<file path="src/rtl/cpu_pkg.sv">
// ----------------------------------------------------------------------------
// cpu_pkg
//  Shared definitions for the 8-bit, 4-register CPU control path:
//  instruction/select widths, opcode encodings, sequencer state encoding
//  and a helper to pull the opcode field out of an instruction word.
//  No ports (package).
// ----------------------------------------------------------------------------
package cpu_pkg;

   localparam int INSTR_W   = 8;
   localparam int REG_SEL_W = 2;

   typedef logic [1:0] opcode_t;

   localparam opcode_t OP_ADD = 2'b00;
   localparam opcode_t OP_LW  = 2'b01;
   localparam opcode_t OP_SW  = 2'b10;
   localparam opcode_t OP_J   = 2'b11;

   typedef enum logic [2:0] {
      IDLE   = 3'd0,
      FETCH  = 3'd1,
      DECODE = 3'd2,
      EXEC   = 3'd3,
      MEM    = 3'd4,
      WB     = 3'd5
   } state_t;

   function automatic opcode_t instr_op(input logic [INSTR_W-1:0] instr);
      return instr[7:6];
   endfunction

endpackage

</file>
<file path="src/rtl/cpu_control_fsm_if.sv">
// ----------------------------------------------------------------------------
// cpu_control_fsm_if
//  Instruction-fetch bus between the control sequencer (master) and the
//  instruction memory (slave).
//   InstrReq    master->slave  fetch request, held until InstrValid
//   InstrAddr   master->slave  fetch address (current PC)
//   InstrIn     slave->master  instruction read data
//   InstrValid  slave->master  InstrIn valid for the current InstrAddr
// ----------------------------------------------------------------------------
interface cpu_control_fsm_if #(
   parameter int PC_WIDTH = 8
);
   import cpu_pkg::*;

   logic                InstrReq;
   logic [PC_WIDTH-1:0] InstrAddr;
   logic [INSTR_W-1:0]  InstrIn;
   logic                InstrValid;

   modport master (
      output InstrReq,
      output InstrAddr,
      input  InstrIn,
      input  InstrValid
   );

   modport slave (
      input  InstrReq,
      input  InstrAddr,
      output InstrIn,
      output InstrValid
   );

endinterface

</file>
<file path="src/rtl/cpu_imm_sext.sv">
// ----------------------------------------------------------------------------
// cpu_imm_sext
//  Sign extension of the two immediate fields of an instruction word.
//   imm2   in   2        load/store displacement field IR[1:0]
//   imm6   in   6        jump offset field IR[5:0]
//   sext2  out  INSTR_W  imm2 sign-extended
//   sext6  out  INSTR_W  imm6 sign-extended
// ----------------------------------------------------------------------------
module cpu_imm_sext
   import cpu_pkg::*;
(
   input  logic        [1:0]         imm2,
   input  logic        [5:0]         imm6,
   output logic signed [INSTR_W-1:0] sext2,
   output logic signed [INSTR_W-1:0] sext6
);

   assign sext2 = {{(INSTR_W-2){imm2[1]}}, imm2};
   assign sext6 = {{(INSTR_W-6){imm6[5]}}, imm6};

endmodule

</file>
<file path="src/rtl/cpu_control_fsm.sv">
// ----------------------------------------------------------------------------
// cpu_control_fsm
//  Multi-cycle fetch/decode/control sequencer. Holds PC and IR, fetches
//  over the instruction bus and drives register-file selects and the
//  ALU / data-memory control lines.
//   CLK        in   1         rising-edge clock
//   Reset      in   1         synchronous, active-low reset
//   Run        in   1         1 = execute, 0 = stop at next instruction end
//   ibus       master         instruction fetch bus (req/addr/data/valid)
//   ReadSel1   out  2         register read select 1 (rs)
//   ReadSel2   out  2         register read select 2 (rt)
//   WriteSel   out  2         register write destination
//   RegWrite   out  1         register write enable, one-cycle pulse in WB
//   ALUSrc     out  1         0 = rt operand, 1 = Imm
//   MemRead    out  1         data memory read strobe
//   MemWrite   out  1         data memory write strobe
//   MemToReg   out  1         writeback source: 0 = ALU, 1 = memory
//   Imm        out  8         sign-extended immediate
//   Busy       out  1         1 whenever the sequencer is not idle
// ----------------------------------------------------------------------------
module cpu_control_fsm
   import cpu_pkg::*;
#(
   parameter int                  PC_WIDTH = 8,
   parameter logic [PC_WIDTH-1:0] RESET_PC = '0
) (
   input  logic                 CLK,
   input  logic                 Reset,
   input  logic                 Run,
   cpu_control_fsm_if.master    ibus,
   output logic [REG_SEL_W-1:0] ReadSel1,
   output logic [REG_SEL_W-1:0] ReadSel2,
   output logic [REG_SEL_W-1:0] WriteSel,
   output logic                 RegWrite,
   output logic                 ALUSrc,
   output logic                 MemRead,
   output logic                 MemWrite,
   output logic                 MemToReg,
   output logic [INSTR_W-1:0]   Imm,
   output logic                 Busy
);

   state_t              state, state_d;
   logic [PC_WIDTH-1:0] pc, pc_d;
   logic [INSTR_W-1:0]  ir, ir_d;
   logic                instr_req;
   opcode_t             op;

   logic signed [INSTR_W-1:0] sext2;
   logic signed [INSTR_W-1:0] sext6;

   assign op = instr_op(ir);

   cpu_imm_sext u_imm_sext (
      .imm2  (ir[1:0]),
      .imm6  (ir[5:0]),
      .sext2 (sext2),
      .sext6 (sext6)
   );

   always_ff @(posedge CLK) begin
      if (!Reset) begin
         state <= IDLE;
         pc    <= RESET_PC;
         ir    <= '0;
      end else begin
         state <= state_d;
         pc    <= pc_d;
         ir    <= ir_d;
      end
   end

   // Strobes are decoded purely from state, so a reset that lands while an
   // instruction is in flight returns to IDLE before any pending strobe fires.
   always_comb begin
      state_d   = state;
      pc_d      = pc;
      ir_d      = ir;
      instr_req = 1'b0;
      RegWrite  = 1'b0;
      MemRead   = 1'b0;
      MemWrite  = 1'b0;
      ALUSrc    = 1'b0;
      MemToReg  = 1'b0;

      case (state)
         IDLE: begin
            if (Run) state_d = FETCH;
         end
         FETCH: begin
            instr_req = 1'b1;
            if (ibus.InstrValid) begin
               ir_d    = ibus.InstrIn;
               pc_d    = pc + PC_WIDTH'(1);
               state_d = DECODE;
            end
         end
         DECODE: begin
            if (op == OP_J) begin
               // pc already holds PC_next here; the add wraps modulo 2^PC_WIDTH
               pc_d    = pc + PC_WIDTH'(sext6);
               state_d = Run ? FETCH : IDLE;
            end else begin
               state_d = EXEC;
            end
         end
         EXEC: begin
            ALUSrc  = (op == OP_LW) || (op == OP_SW);
            state_d = (op == OP_ADD) ? WB : MEM;
         end
         MEM: begin
            // address computation must stay on the immediate while memory is strobed
            ALUSrc = 1'b1;
            if (op == OP_LW) begin
               MemRead = 1'b1;
               state_d = WB;
            end else begin
               MemWrite = 1'b1;
               state_d  = Run ? FETCH : IDLE;
            end
         end
         WB: begin
            RegWrite = 1'b1;
            MemToReg = (op == OP_LW);
            state_d  = Run ? FETCH : IDLE;
         end
         default: begin
            state_d = IDLE;
         end
      endcase
   end

   assign ibus.InstrReq  = instr_req;
   assign ibus.InstrAddr = pc;

   // Selects and immediate come straight from IR, so they hold steady from
   // DECODE through WB and read as zero after reset (IR cleared).
   assign ReadSel1 = ir[5:4];
   assign ReadSel2 = ir[3:2];
   assign WriteSel = (op == OP_LW) ? ir[3:2] : ir[1:0];
   assign Imm      = (op == OP_J) ? sext6 : sext2;
   assign Busy     = (state != IDLE);

endmodule

</file>
<file path="src/flat_wrapper.sv">
// flat-port wrapper written by rule: the top's interface ports become plain ports
module cpu_control_fsm_flat import cpu_pkg::*;
#(
   parameter int                  PC_WIDTH = 8,
   parameter logic [PC_WIDTH-1:0] RESET_PC = '0
)
  (CLK, Reset, Run, ReadSel1, ReadSel2, WriteSel, RegWrite, ALUSrc, MemRead, MemWrite, MemToReg, Imm, Busy, ibus_InstrReq, ibus_InstrAddr, ibus_InstrIn, ibus_InstrValid);
  cpu_control_fsm_if #(.PC_WIDTH(PC_WIDTH)) ibus_i ();
  input  logic CLK;
  input  logic Reset;
  input  logic Run;
  output logic [REG_SEL_W-1:0] ReadSel1;
  output logic [REG_SEL_W-1:0] ReadSel2;
  output logic [REG_SEL_W-1:0] WriteSel;
  output logic RegWrite;
  output logic ALUSrc;
  output logic MemRead;
  output logic MemWrite;
  output logic MemToReg;
  output logic [INSTR_W-1:0] Imm;
  output logic Busy;
  output wire logic [$bits(ibus_i.InstrReq)-1:0] ibus_InstrReq;
  output wire logic [$bits(ibus_i.InstrAddr)-1:0] ibus_InstrAddr;
  input wire logic [$bits(ibus_i.InstrIn)-1:0] ibus_InstrIn;
  input wire logic [$bits(ibus_i.InstrValid)-1:0] ibus_InstrValid;
  assign ibus_InstrReq = ibus_i.InstrReq;
  assign ibus_InstrAddr = ibus_i.InstrAddr;
  assign ibus_i.InstrIn = ibus_InstrIn;
  assign ibus_i.InstrValid = ibus_InstrValid;
  cpu_control_fsm #(.PC_WIDTH(PC_WIDTH), .RESET_PC(RESET_PC)) u_core (.CLK(CLK), .Reset(Reset), .Run(Run), .ibus(ibus_i), .ReadSel1(ReadSel1), .ReadSel2(ReadSel2), .WriteSel(WriteSel), .RegWrite(RegWrite), .ALUSrc(ALUSrc), .MemRead(MemRead), .MemWrite(MemWrite), .MemToReg(MemToReg), .Imm(Imm), .Busy(Busy));
endmodule
</file>
<file path="config.mk">
export PLATFORM = sky130hd
export DESIGN_NAME = cpu_control_fsm_flat
export DESIGN_NICKNAME = d
export VERILOG_FILES = /design/src/rtl/cpu_pkg.sv /design/src/rtl/cpu_control_fsm_if.sv /design/src/rtl/cpu_imm_sext.sv /design/src/rtl/cpu_control_fsm.sv /design/src/flat_wrapper.sv
export SDC_FILE = /design/constraint.sdc
export NUM_CORES = 1
export LEC_CHECK = 0
export ABC_AREA = 1
export CAP_MARGIN = 20
export CORE_MARGIN = 2
export CORE_UTILIZATION = 60
export DETAILED_ROUTE_END_ITERATION = 16
export DONT_BUFFER_PORTS = 1
export PLACE_DENSITY = 0.83
export SLEW_MARGIN = 0
export SYNTH_ARGS = -nofsm -noshare
export SYNTH_HDL_FRONTEND = slang
export SYNTH_SLANG_ARGS = --single-unit
export TNS_END_PERCENT = 1
</file>
<file path="constraint.sdc">
create_clock -name CLK -period 2.4 [get_ports CLK]
set_clock_uncertainty 0.15 [all_clocks]
set_input_delay 0.48 -clock CLK [delete_from_list [all_inputs] [get_ports CLK]]
set_output_delay 0.48 -clock CLK [all_outputs]
set_load 0.03 [all_outputs]
</file>
==> reports/qor.csv, run 1 <==
metric,value,unit
vias,1216,
synth_xor_area_frac,0.0337,
synth_largest_area_cell,dfxtp_1,
cts_tree,done,
seqPwrFrac,0.379,
clk_pin_slew,0.11,ns
grt_overflow,0,
route.detailed.drc,0,
ys_seq_area_frac,0.292,
synth_edf_count,0,
ctsResizeCount,0,
reg2reg_from,u_core.state[2],
yosysMostFrequentCell,inv_1,
clkPwrFrac,0.124,
wl,3.01,mm
fmax,457,MHz
postPlaceCellArea,1420,um2
drt_first_pass_iters,4,
worst_slack,0.213,ns
reg2regPathDepth,13,
timing.rr.end,u_core.ibus.InstrAddr[6],
grt_pass1_wl,5.05,mm
slew_headroom,0.628,
gp_congestion,0.936,
first_iter_violations,51,
p_sw,0.000662,W
die_width,50.6,um
fillers,171,
status,finished clean,
yosysUniqueCellTypes,29,
critical_path_required,1.77,ns
grt_max_degree,18,
hold_path_depth,2,
finalHoldViolations,0,
clock_latency,0.30,ns
grt_antenna_before_repair,0,
ant_nets,0,
min_delay_worst_endpoint,u_core.ibus.InstrAddr[3],
pin_count,41,
grt_pass1_vias,1158,
cp-start-kind,register,
syn-num-nets,208,
synth_area_leaders,"dfxtp_1, inv_1, o21ai_0",
p_comb_frac,0.497,
fp.dieArea,2560,um2
syn_area_per_cell,6.96,um2
finalCritPeriodShare,0.911,
antennaDiodeCount,0,
r2r_setup_slack,0.22,ns
worstHoldStart,Reset,
cts_setup_buffers,0,
viasPerCell,5.33,
arrival,1.56,ns
die_h,50.6,um
internal_power,0.000667,W
num_rows,16,
fin_nets,223,
maxSlewViolCount,0,
netlist_area,1300,um2
hpwl,2.40,mm
crit_path_end_kind,output pin,
yosys_warnings,0,
synth_top_family_by_area,simple AND/OR/NAND/NOR gates,
dp_slack,0.139,ns
synthSimpleGateAreaFrac,0.221,
async_reset_ff_frac,0,
synth_top_area_share,0.292,
ir_worst_vdd,0.666,mV
h-tree-depth,1,
setup_violations,0,
syn_to_final_growth,11.0,%
synthAdderAreaFrac,0.0923,
wl_per_cell,13.2,um
synth-seq-cells,19,
rsz0062_at_grt,no,
max_slew.worst_pin.slew,0.555,ns
p_per_area,921,nW/um2
synth_mux_area_frac,0,
swShare,0.498,
cts_sinks,19,
synth-compound-area-share,0.204,
path_max_fanout,5,
synth_commonest_cells,"inv_1, nand2_1, o21ai_0",
synth-main-ff-cell,dfxtp_1,
root_buffer,clkbuf_4,
hp-class,primary input to register,
critPathKind,register to output pin,
design.core.area,2000,um2
postLayoutCellArea,1440,um2
drive_above_1_share,0.184,
p_leak,0.672,nW
portBuffers,0,
start_util,0.650,
ctsHoldBuffers,0,
fin_setup_tns,0,ns
synthCells,187,
period_needed,2.19,ns
grt_usage,0.258,
cts_buffers,3,
max_cap_viol_count,0,
cts_max_path_buffers,2,
-- sequential cells by signal, summed over array words and instances, names as in the netlist --
register / cells
u_core.ibus.InstrAddr: 8
u_core.state: 3
u_core.ir: 8
-- placed cells by master, fill, tap and decap left out, drive strengths merged --
master and count:
a21oi 21, buf 21, clkbuf 4, dfxtp 19, fa 1, ha 8, inv 33, nand2 28
nand3 9, nand3b 1, nand4 2, nor2 19, nor3 3, o21a 1, o21ai 26, xnor2 1
xor2 4
-- worst max-delay path, cell delays in order (launching register included) --
cell,delay [ns]
dfxtp_1,0.35
ha_1,0.26
inv_1,0.15
nand2_1,0.13
o21ai_2,0.08
buf_4,0.28
-- power groups by stage --
stage / sequential, W / combinational [W] / clock (W)
floorplan: 0.000529 / 0.000496 / 0
global placement: 0.000507 / 0.000630 / 0
detailed placement: 0.000510 / 0.000657 / 0
CTS: 0.000503 / 0.000662 / 0.000167
global route: 0.000514 / 0.000730 / 0.000182
finish: 0.000504 / 0.000660 / 0.000165
-- worst max-delay path by stage --
stage,from,depth (start not counted),endpoint
after floorplan,u_core.ir[6],4,Imm[6]
after global placement,u_core.state[2],13,u_core.ibus.InstrAddr[6]
after detailed placement,u_core.state[2],13,u_core.ibus.InstrAddr[6]
after CTS,u_core.state[2],13,u_core.ibus.InstrAddr[6]
after global routing,u_core.state[2],13,u_core.ibus.InstrAddr[6]
final,u_core.ir[6],5,Imm[7]
-- metal layers --
layer / GRT usage / routed length, um / vias to the layer above
li1: - / - / 622
met1: 0.308 / 1320 / 550
met2: 0.458 / 1490 / 39
met3: 0.0476 / 151 / 5
met4: 0.0946 / 36 / 0
met5: 0 / 0 / -
-- metrics by stage --
step                      hold slack [ns]  cells  power [W]   util
final                               0.143    228    0.00133  0.721
after global routing                0.125    228    0.00143  0.721
after CTS                           0.131    228    0.00133  0.721
after detailed placement            0.342    224    0.00117  0.708
after global placement              0.331    224    0.00114  0.708
after floorplan                     0.309    187    0.00103      -
-- cell type report --
cell class / count / area (um2) / area share
Timing Repair Buffer: 21 / 158 / 0.109
Clock buffer: 4 / 26.3 / 0.0182
Inverter: 33 / 124 / 0.0858
Tap cell: 27 / 33.8 / 0.0234
Multi-Input combinational cell: 124 / 721 / 0.499
Sequential cell: 19 / 382 / 0.264
-- cell families (layout without fill, tap and decap cells) --
logic type,count (synthesis),after routing
AO/OA/AOI/OAI,48,48
buffers and inverters,44,58
XOR/XNOR,5,5
adder cells (fa/ha/maj),9,9
flip-flops,19,19
AND/OR/NAND/NOR,62,62
(Power assumes the default switching activity.)
==> inputs of run 2 (changes only) <==
CORE_UTILIZATION = 35   (was 60)
PLACE_DENSITY = 0.56   (was 0.83)
==> run 2 against run 1 <==
Compared with the run above:
- via count down 3.0%
- sequential share of layout area is 1.4 points lower
- register-to-register slack improved by 0.05 ns
- first-iteration DRC count is 22% lower
- sequential power fell by 6.7%
- die area rose by 65%
- hold slack improved by 0.035 ns
- largest power group unchanged
- final area grew 5.5%
==> reports/qor.csv, run 2 (synthesized netlist as in run 1, its figures left out) <==
metric,value,unit,change
status,finished clean,,unchanged
die_h,65.0,um,was 50.6 um
path_cells,inv_1 > nand2_1 > nor2_1 > nand2_1 > ha_1 > inv_1 > fa_1 > o21ai_2 > nand2_1 > nand3b_1 > a21oi_1 > nor2_1 > nor2_1,,was ha_1 > inv_1 > nand2_1 > o21ai_2 > buf_4
worst_slack,0.269,ns,was 0.213 ns
portBuffers,0,,unchanged
finalHoldViolations,0,,unchanged
cts_buffers,3,,unchanged
cp.depth,13,,was 5
grt_max_degree,18,,unchanged
grt_antenna_before_repair,0,,unchanged
final_cell_mix,"inv_1, nand2_1, buf_4",,unchanged
hpwl,2.37,mm,was 2.40 mm
path_max_fanout,5,,unchanged
critical_path_required,2.40,ns,was 1.77 ns
slowest_stage,fa_1,,was dfxtp_1
hp-class,primary input to register,,unchanged
grt_usage,0.151,,was 0.258
slowest_delay,0.41,ns,was 0.35 ns
design.core.area,3610,um2,was 2000 um2
cp-start-kind,register,,unchanged
crit_path_end_kind,register,,was output pin
ir_worst_vdd,0.471,mV,was 0.666 mV
maxSlewViolCount,0,,unchanged
cts_tree,done,,unchanged
fp.dieArea,4220,um2,was 2560 um2
path_buf_inv,2,,unchanged
fin_nets,227,,was 223
max_slew.worst_pin.slew,0.538,ns,was 0.555 ns
grt_pass1_vias,1153,,"was 1,158"
vias,1180,,"was 1,216"
num_rows,22,,was 16
wl,2.93,mm,was 3.01 mm
cts_sinks,19,,unchanged
fillers,406,,was 171
route.detailed.drc,0,,unchanged
postLayoutCellArea,1520,um2,was 1440 um2
cts_max_path_buffers,2,,unchanged
antennaDiodeCount,0,,unchanged
ctsHoldBuffers,0,,unchanged
p_per_area,927,nW/um2,was 921 nW/um2
slew_headroom,0.640,,was 0.628
die_width,65.0,um,was 50.6 um
dp_slack,0.0949,ns,was 0.139 ns
critPathKind,register to register,,was register to output pin
drt_first_pass_iters,4,,unchanged
root_buffer,clkbuf_8,,was clkbuf_4
fmax,469,MHz,was 457 MHz
viasPerCell,4.66,,was 5.33
max_cap_viol_count,0,,unchanged
drive_above_1_share,0.210,,was 0.184
setup_violations,0,,unchanged
h-tree-depth,1,,unchanged
rsz0062_at_grt,no,,unchanged
clk_pin_slew,0.08,ns,was 0.11 ns
ant_nets,0,,unchanged
first_iter_violations,40,,was 51
p_leak,0.705,nW,was 0.672 nW
reg2regPathDepth,13,,unchanged
cts_setup_buffers,0,,unchanged
grt_pass1_wl,4.95,mm,was 5.05 mm
syn_to_final_growth,17.1,%,was 11.0%
fin_setup_tns,0,ns,unchanged
clock_latency,0.26,ns,was 0.30 ns
period_needed,2.13,ns,was 2.19 ns
gp_congestion,0.812,,was 0.936
final_common_cell,inv_1,,unchanged
arrival,2.13,ns,was 1.56 ns
postPlaceCellArea,1470,um2,was 1420 um2
pin_count,41,,unchanged
hold_path_depth,2,,unchanged
grt_overflow,0,,unchanged
start_util,0.361,,was 0.650
wl_per_cell,11.6,um,was 13.2 um
crit_family,adder cells,,was buffers and inverters
finalCritPeriodShare,0.888,,was 0.911
-- run 2: changes by cell type in the layout (fill, tap and decap cells not counted) --
cell / before / now
clkbuf_4: 3 / 0
o21ai_1: 5 / 4
clkbuf_8: 0 / 3
o21ai_2: 2 / 3
buf_4: 21 / 25
clkinv_2: 0 / 1
clkbuf_1: 1 / 0
-- run 2: timing repair --
action	4_1_cts	5_1_grt
endpoints found under the setup margin	0	1
resized for setup	0	3
hold endpoints to repair	0	0
-- run 2: layout make-up --
class / instances / area [um2] / share of cell area
inverter: 33 / 124 / 0.0813
tap: 48 / 60.1 / 0.0394
timing repair buffer: 25 / 188 / 0.123
clock buffer: 3 / 41.3 / 0.0271
sequential: 19 / 382 / 0.250
multi-input combinational: 124 / 724 / 0.475
clock inverter: 1 / 5.00 / 0.00328
-- run 2: report_power, final --
group          total (W)  switching [W]  internal (W)
Combinational   0.000715       0.000475      0.000239
Clock           0.000228       0.000113      0.000116
Sequential      0.000470      0.0000812      0.000388
-- run 2: path summary, 6_finish.rpt --
check / start / endpoint / slack, ns
worst max-delay path: u_core.state[2] / u_core.ibus.InstrAddr[6] / 0.27
worst max register to register: u_core.state[2] / u_core.ibus.InstrAddr[6] / 0.27
worst min register to register: u_core.ir[3] / u_core.ir[3] / 0.34
worst min-delay path: Reset / u_core.ibus.InstrAddr[3] / 0.18
-- run 2: stage by stage --
step,hold WS (ns),utilization,cells,power [W]
after floorplan,0.309,-,187,0.00103
after global placement,0.332,0.408,249,0.00119
after detailed placement,0.332,0.408,249,0.00120
after CTS,0.174,0.421,253,0.00143
after global routing,0.176,0.423,253,0.00152
final,0.178,0.423,253,0.00141
-- run 2: worst reg2reg max path: cells and delay by family, from the launching register on --
family	cells	cell delay, ns
flops	1	0.37
buf+inv	2	0.15
compound gates	2	0.25
simple gates	7	0.53
fa+ha+maj	2	0.58
-- run 2: per-layer routing --
metal  global-route usage  up-vias  share of wire
li1                     -      629              -
met1                0.193      524           0.47
met2                0.247       23           0.45
met3               0.0399        4          0.063
met4               0.0479        0          0.012
met5                    0        -              0
